--- src/rtl/serial_det_pkg.sv ---
// Shared constants and FSM state type for the serial pattern detector.
package serial_det_pkg;

  localparam int         DEF_PATTERN_W = 4;
  localparam logic [3:0] DEF_PATTERN   = 4'b1011;
  localparam int         DEF_CNT_W     = 8;

  typedef enum logic {
    ST_FILL  = 1'b0,
    ST_ARMED = 1'b1
  } det_state_t;

  // Bits needed to hold a fill level running 0..pattern_w inclusive.
  function automatic int fill_bits(input int pattern_w);
    return $clog2(pattern_w + 1);
  endfunction

endpackage

--- src/rtl/sat_counter.sv ---
// Saturating up-counter with synchronous clear; holds at all-ones.
module sat_counter
  import serial_det_pkg::*;
#(
  parameter int W = DEF_CNT_W
) (
  input  logic         clk,
  input  logic         rst_n,
  input  logic         clr,
  input  logic         inc,
  output logic [W-1:0] cnt
);

  always_ff @(posedge clk or negedge rst_n) begin
    if (!rst_n) begin
      cnt <= '0;
    end else if (clr) begin
      cnt <= '0;
    end else if (inc && (cnt != {W{1'b1}})) begin
      cnt <= cnt + 1'b1;
    end
  end

endmodule

--- src/rtl/serial_pattern_detector.sv ---
// Serial pattern detector with registered match pulse and saturating match count.
// Define SERIAL_DET_OVERLAP_EN to allow overlapping detections.
module serial_pattern_detector
  import serial_det_pkg::*;
#(
  parameter int                   PATTERN_W = DEF_PATTERN_W,
  parameter logic [PATTERN_W-1:0] PATTERN   = DEF_PATTERN,
  parameter int                   CNT_W     = DEF_CNT_W
) (
  input  logic                 clk,
  input  logic                 rst_n,
  input  logic                 bit_in,
  input  logic                 bit_valid,
  input  logic                 clear,
  output logic                 match,
  output logic [CNT_W-1:0]     match_count,
  output logic [PATTERN_W-1:0] history
);

  localparam int                FW   = fill_bits(PATTERN_W);
  localparam logic [FW-1:0]     FULL = FW'(PATTERN_W);

  det_state_t           state;
  logic [FW-1:0]        fill;
  logic [FW-1:0]        fill_next;
  logic [PATTERN_W-1:0] hist_next;
  logic                 accept;
  logic                 hit;

  // Detection looks at the post-edge history so match can be registered on the same edge.
  always_comb begin
    hist_next = {history[PATTERN_W-2:0], bit_in};
    fill_next = (state == ST_FILL && fill != FULL) ? fill + 1'b1 : fill;
    accept    = bit_valid && !clear;
    hit       = accept && (hist_next == PATTERN) && (fill_next == FULL);
  end

  always_ff @(posedge clk or negedge rst_n) begin
    if (!rst_n) begin
      state   <= ST_FILL;
      fill    <= '0;
      history <= '0;
      match   <= 1'b0;
    end else if (clear) begin
      state   <= ST_FILL;
      fill    <= '0;
      history <= '0;
      match   <= 1'b0;
    end else begin
      match <= hit;
      if (accept) begin
`ifdef SERIAL_DET_OVERLAP_EN
        history <= hist_next;
        fill    <= fill_next;
        if (fill_next == FULL) begin
          state <= ST_ARMED;
        end
`else
        // A detection consumes its bits, so the next match needs a full fresh window.
        if (hit) begin
          history <= '0;
          fill    <= '0;
          state   <= ST_FILL;
        end else begin
          history <= hist_next;
          fill    <= fill_next;
          if (fill_next == FULL) begin
            state <= ST_ARMED;
          end
        end
`endif
      end
    end
  end

  sat_counter #(
    .W(CNT_W)
  ) u_match_cnt (
    .clk  (clk),
    .rst_n(rst_n),
    .clr  (clear),
    .inc  (hit),
    .cnt  (match_count)
  );

endmodule
--- config.mk ---
export PLATFORM = sky130hd
export DESIGN_NAME = serial_pattern_detector
export DESIGN_NICKNAME = d
export VERILOG_FILES = /design/src/rtl/serial_det_pkg.sv /design/src/rtl/sat_counter.sv /design/src/rtl/serial_pattern_detector.sv
export SDC_FILE = /design/constraint.sdc
export NUM_CORES = 1
export LEC_CHECK = 0
export CORE_UTILIZATION = 25
export DETAILED_ROUTE_END_ITERATION = 10
export MAX_ROUTING_LAYER = met4
export PLACE_DENSITY = 0.49
export SKIP_CTS_REPAIR_TIMING = 1
export SLEW_MARGIN = 20
export SYNTH_ARGS = -nofsm -noshare
export SYNTH_HDL_FRONTEND = slang
export SYNTH_SLANG_ARGS = --single-unit
--- constraint.sdc ---
create_clock -name clk -period 3.5 [get_ports clk]
set_input_delay 0.7 -clock clk [delete_from_list [all_inputs] [get_ports clk]]
set_output_delay 0.7 -clock clk [all_outputs]
set_load 0.01 [all_outputs]
==> impl_summary.txt <==
----------------------------------------------------
[Status]
  Run status ... complete, but fails checks
  Violated checks ... design-rule violations

[Worst setup path]
  Kind of start point of the critical path ... input port
  Worst-path cell chain ... clkdlybuf4s50_1 > nor3b_1 > mux2i_1 > or2_4 > or4b_1 > a21oi_1
  Req. time, crit path ... 3680 ps
  Data arrival, critical path ... 2820 ps
  Cell type of the slowest stage on the worst timing path ... clkdlybuf4s50_1
  Kind of end point of the critical path ... flop
  Critical path class ... in -> reg
  Maximum fanout count along the critical path ... 14
  Slowest Stage Delay on Critical Path ... 730 ps

[Routing]
  Aggregate routed wire length ... 2100 um
  Topmost layer with routed signal wires ... met4
  Met1 Routed Length ... 992 um
  First-iteration detailed-routing DRC count ... 35
  First drt pass iteration count ... 7
  Final routed wire length divided by cell count ... 12.7 um
  Detail Route met2 WL ... 999 um
  Average vias per placed instance ... 5.02
  DRT antenna net count ... 0
  Detailed-routed wire length on met3 ... 76 um
  DRC violation count after routing ... 3
  Vias post-DR ... 829

[Synthesis]
  Warnings, synthesis ... 0
  Number of storage elements in the synthesis netlist ... 17
  Fraction of synthesis flops using an asynchronous set or reset pin ... 100%
  Area share of the largest cell type after synthesis ... 44.9%
  Number of flops mapped to enable cells by yosys ... 0
  Net count of the mapped netlist ... 107
  Leading cell types by total area after synthesis ... dfrtp_1, a21oi_1, nand3_1, ha_1, mux2i_1
  Sequential share of the synthesized area ... 44.9%
  Leading area contributor after synthesis ... dfrtp_1
  Area of the mapped netlist ... 948 sq um
  Most numerous cell in the Yosys netlist ... dfrtp_1
  Cell count after synthesis ... 99
  Most used flip-flop cell after synthesis ... dfrtp_1
  Average size of a mapped cell ... 9.58 sq um
  Count of cell types in the netlist ... 34
  Leading cell types by count after synthesis ... dfrtp_1, a21oi_1, nand3_1, nand2_1, nor2_1

[Worst hold path]
  Min-delay worst type ... reg -> reg

[Pwr]
  PwrDens ... 331 mW/mm^2
  Switching pwr ... 0.0978 mW
  Clock network fraction of design power ... 38.2%
  Maximum VDD drop ... 0.128 mV
  Internal power ... 0.300 mW
  Reg power frac ... 51.4%
  Combinational Power Share ... 10.4%
  Leakage Power ... 0.486 nW
  Net switching share of the total power ... 24.6%

[Floorplanning]
  Die W ... 63.6 um
  Row count ... 22
  Height of the die ... 63.6 um
  Effective utilization at floorplan ... 25.9%
  Full die area ... 0.00404 sq mm
  Boundary Pins ... 18
  Area inside the core boundary ... 0.00366 sq mm

[Timing]
  Sum of negative setup slack ... 0 ps
  Finish-stage setup viols ... 0
  Timing-limited maximum frequency ... 379 MHz
  Minimum clock period ... 2640 ps
  Layout Skew ... 1.86 ps
  Slew @ Worst Pin ... 862 ps
  Worst slew slack as a fraction of its limit ... 42.4%
  Share of the clock period used by the worst path ... 75.3%
  Setup repair after global routing missed its margin ... no
  Count of endpoints failing hold in the final timing report ... 0
  Final max-slew violation count ... 0

[Global route]
  Total track usage ... 12.5%
  Vias in the first global route ... 842
  Total gr overflow ... 0
  Wire length of the first global-routing pass ... 3860 um
  Pin count of the biggest net entering global routing ... 18
  Initial antenna violation count ... 0

[Clock tree]
  Worst-path clk slew ... 70 ps
  Root buffer selected by CTS ... clkbuf_8
  Clock Tree Buf Depth ... 2
  CTS tree ... built
  Number of buffers created by CTS ... 3
  Clock Latency Late Sink ... 250 ps
  Clk sink count ... 17
  Number of H-tree branching levels ... 1

[Final layout]
  Post-route non-filler standard cell count ... 165
  Post-layout net count ... 126
  Area growth, synth to finish ... 26.6%
  Antenna fix cells ... 0
  Share of final-layout standard cells stronger than drive strength 1 ... 5.98%
  Filler instances ... 387

[Placed design]
  Placed Instances ... 161
  Detailed-placement wirelength estimate ... 1430 um
  RD Place Congestion ... 0.838
  Total of buffers placed on input and output ports ... 17

[Job]
  Number of max-cap violations ... 0

----------------------------------------------------
-- registers in the layout (all words and copies together), names as in the netlist --
name,count
match,1
history,4
state,1
fill,3
u_match_cnt.cnt,8
-- metrics by stage --
step / util (%) / cell area, sq um / hold slack [ps] / setup slack (ps) / power (mW)
finish: 32.8 / 1200 / 547 / 865 / 0.398
global placement: 31.6 / 1160 / 530 / 688 / 0.249
detailed placement: 31.6 / 1160 / 543 / 631 / 0.250
CTS: 32.8 / 1200 / 554 / 878 / 0.402
global route: 32.8 / 1200 / 593 / 706 / 0.418
floorplan: - / 948 / 404 / 1410 / 0.233
-- critical path, delay by kind of cell --
kind / cells / cell delay (ps)
AND/OR/NAND/NOR: 3 / 1120
buffers and inverters: 1 / 730
multiplexers: 1 / 120
AO/OA/AOI/OAI: 1 / 150
-- routing by layer --
metal | track usage, % | vias to the layer above
li1 | - | 393
met1 | 16.1 | 408
met2 | 18.4 | 24
met3 | 1.81 | 4
met4 | 7.39 | 0
met5 | - | -
-- cell usage in the layout (no fill, tap or decap), drive strengths merged, types with 3 or more instances in the layout --
master,n
nand3,8
mux2i,3
nand2,7
clkbuf,4
nor2,7
dfrtp,17
inv,4
a21oi,12
ha,3
nor2b,3
nand2b,4
clkdlybuf4s50,17
nor3,3
-- final cells by class --
class / instances / area [sq um] / area share (%)
inverter: 4 / 15.0 / 1.25
multi-input combinational: 74 / 478 / 39.8
sequential: 17 / 425 / 35.4
clock buffer: 4 / 45.0 / 3.75
timing repair buffer: 18 / 178 / 14.8
tap: 48 / 60.1 / 5.00
-- power by group through the flow --
stage                     logic, mW  clock network [mW]  registers [mW]
after floorplan              0.0253                   0           0.208
after global placement       0.0409                   0           0.208
after detailed placement     0.0417                   0           0.208
after CTS                    0.0419               0.156           0.205
after global routing         0.0465               0.167           0.205
final                        0.0414               0.152           0.205
-- final timing paths --
path,from,cells past startpoint,slack [ps],to
hold / removal,history[3]$_DFFE_PN0P_,2,550,history[3]$_DFFE_PN0P_
setup reg to reg,fill[0]$_DFFE_PN0P_,7,1310,u_match_cnt.cnt[5]$_DFFE_PN0P_
setup / recovery,bit_valid,6,860,u_match_cnt.cnt[5]$_DFFE_PN0P_
hold reg to reg,history[3]$_DFFE_PN0P_,2,550,history[3]$_DFFE_PN0P_
max in group asynchronous,rst_n,1,2040,u_match_cnt.cnt[0]$_DFFE_PN0P_
min in group asynchronous,rst_n,1,930,u_match_cnt.cnt[6]$_DFFE_PN0P_
-- cells by family after synthesis --
family,after synthesis,share of synthesized area (%)
AND/OR/NAND/NOR,46,28.2
AO/OA/AOI/OAI,20,12.9
flip-flops,17,44.9
buffers and inverters,8,4.75
multiplexers,4,4.35
adder cells (fa/ha/maj),3,3.96
XOR/XNOR,1,0.924
Power figures use the tool's default switching activity.
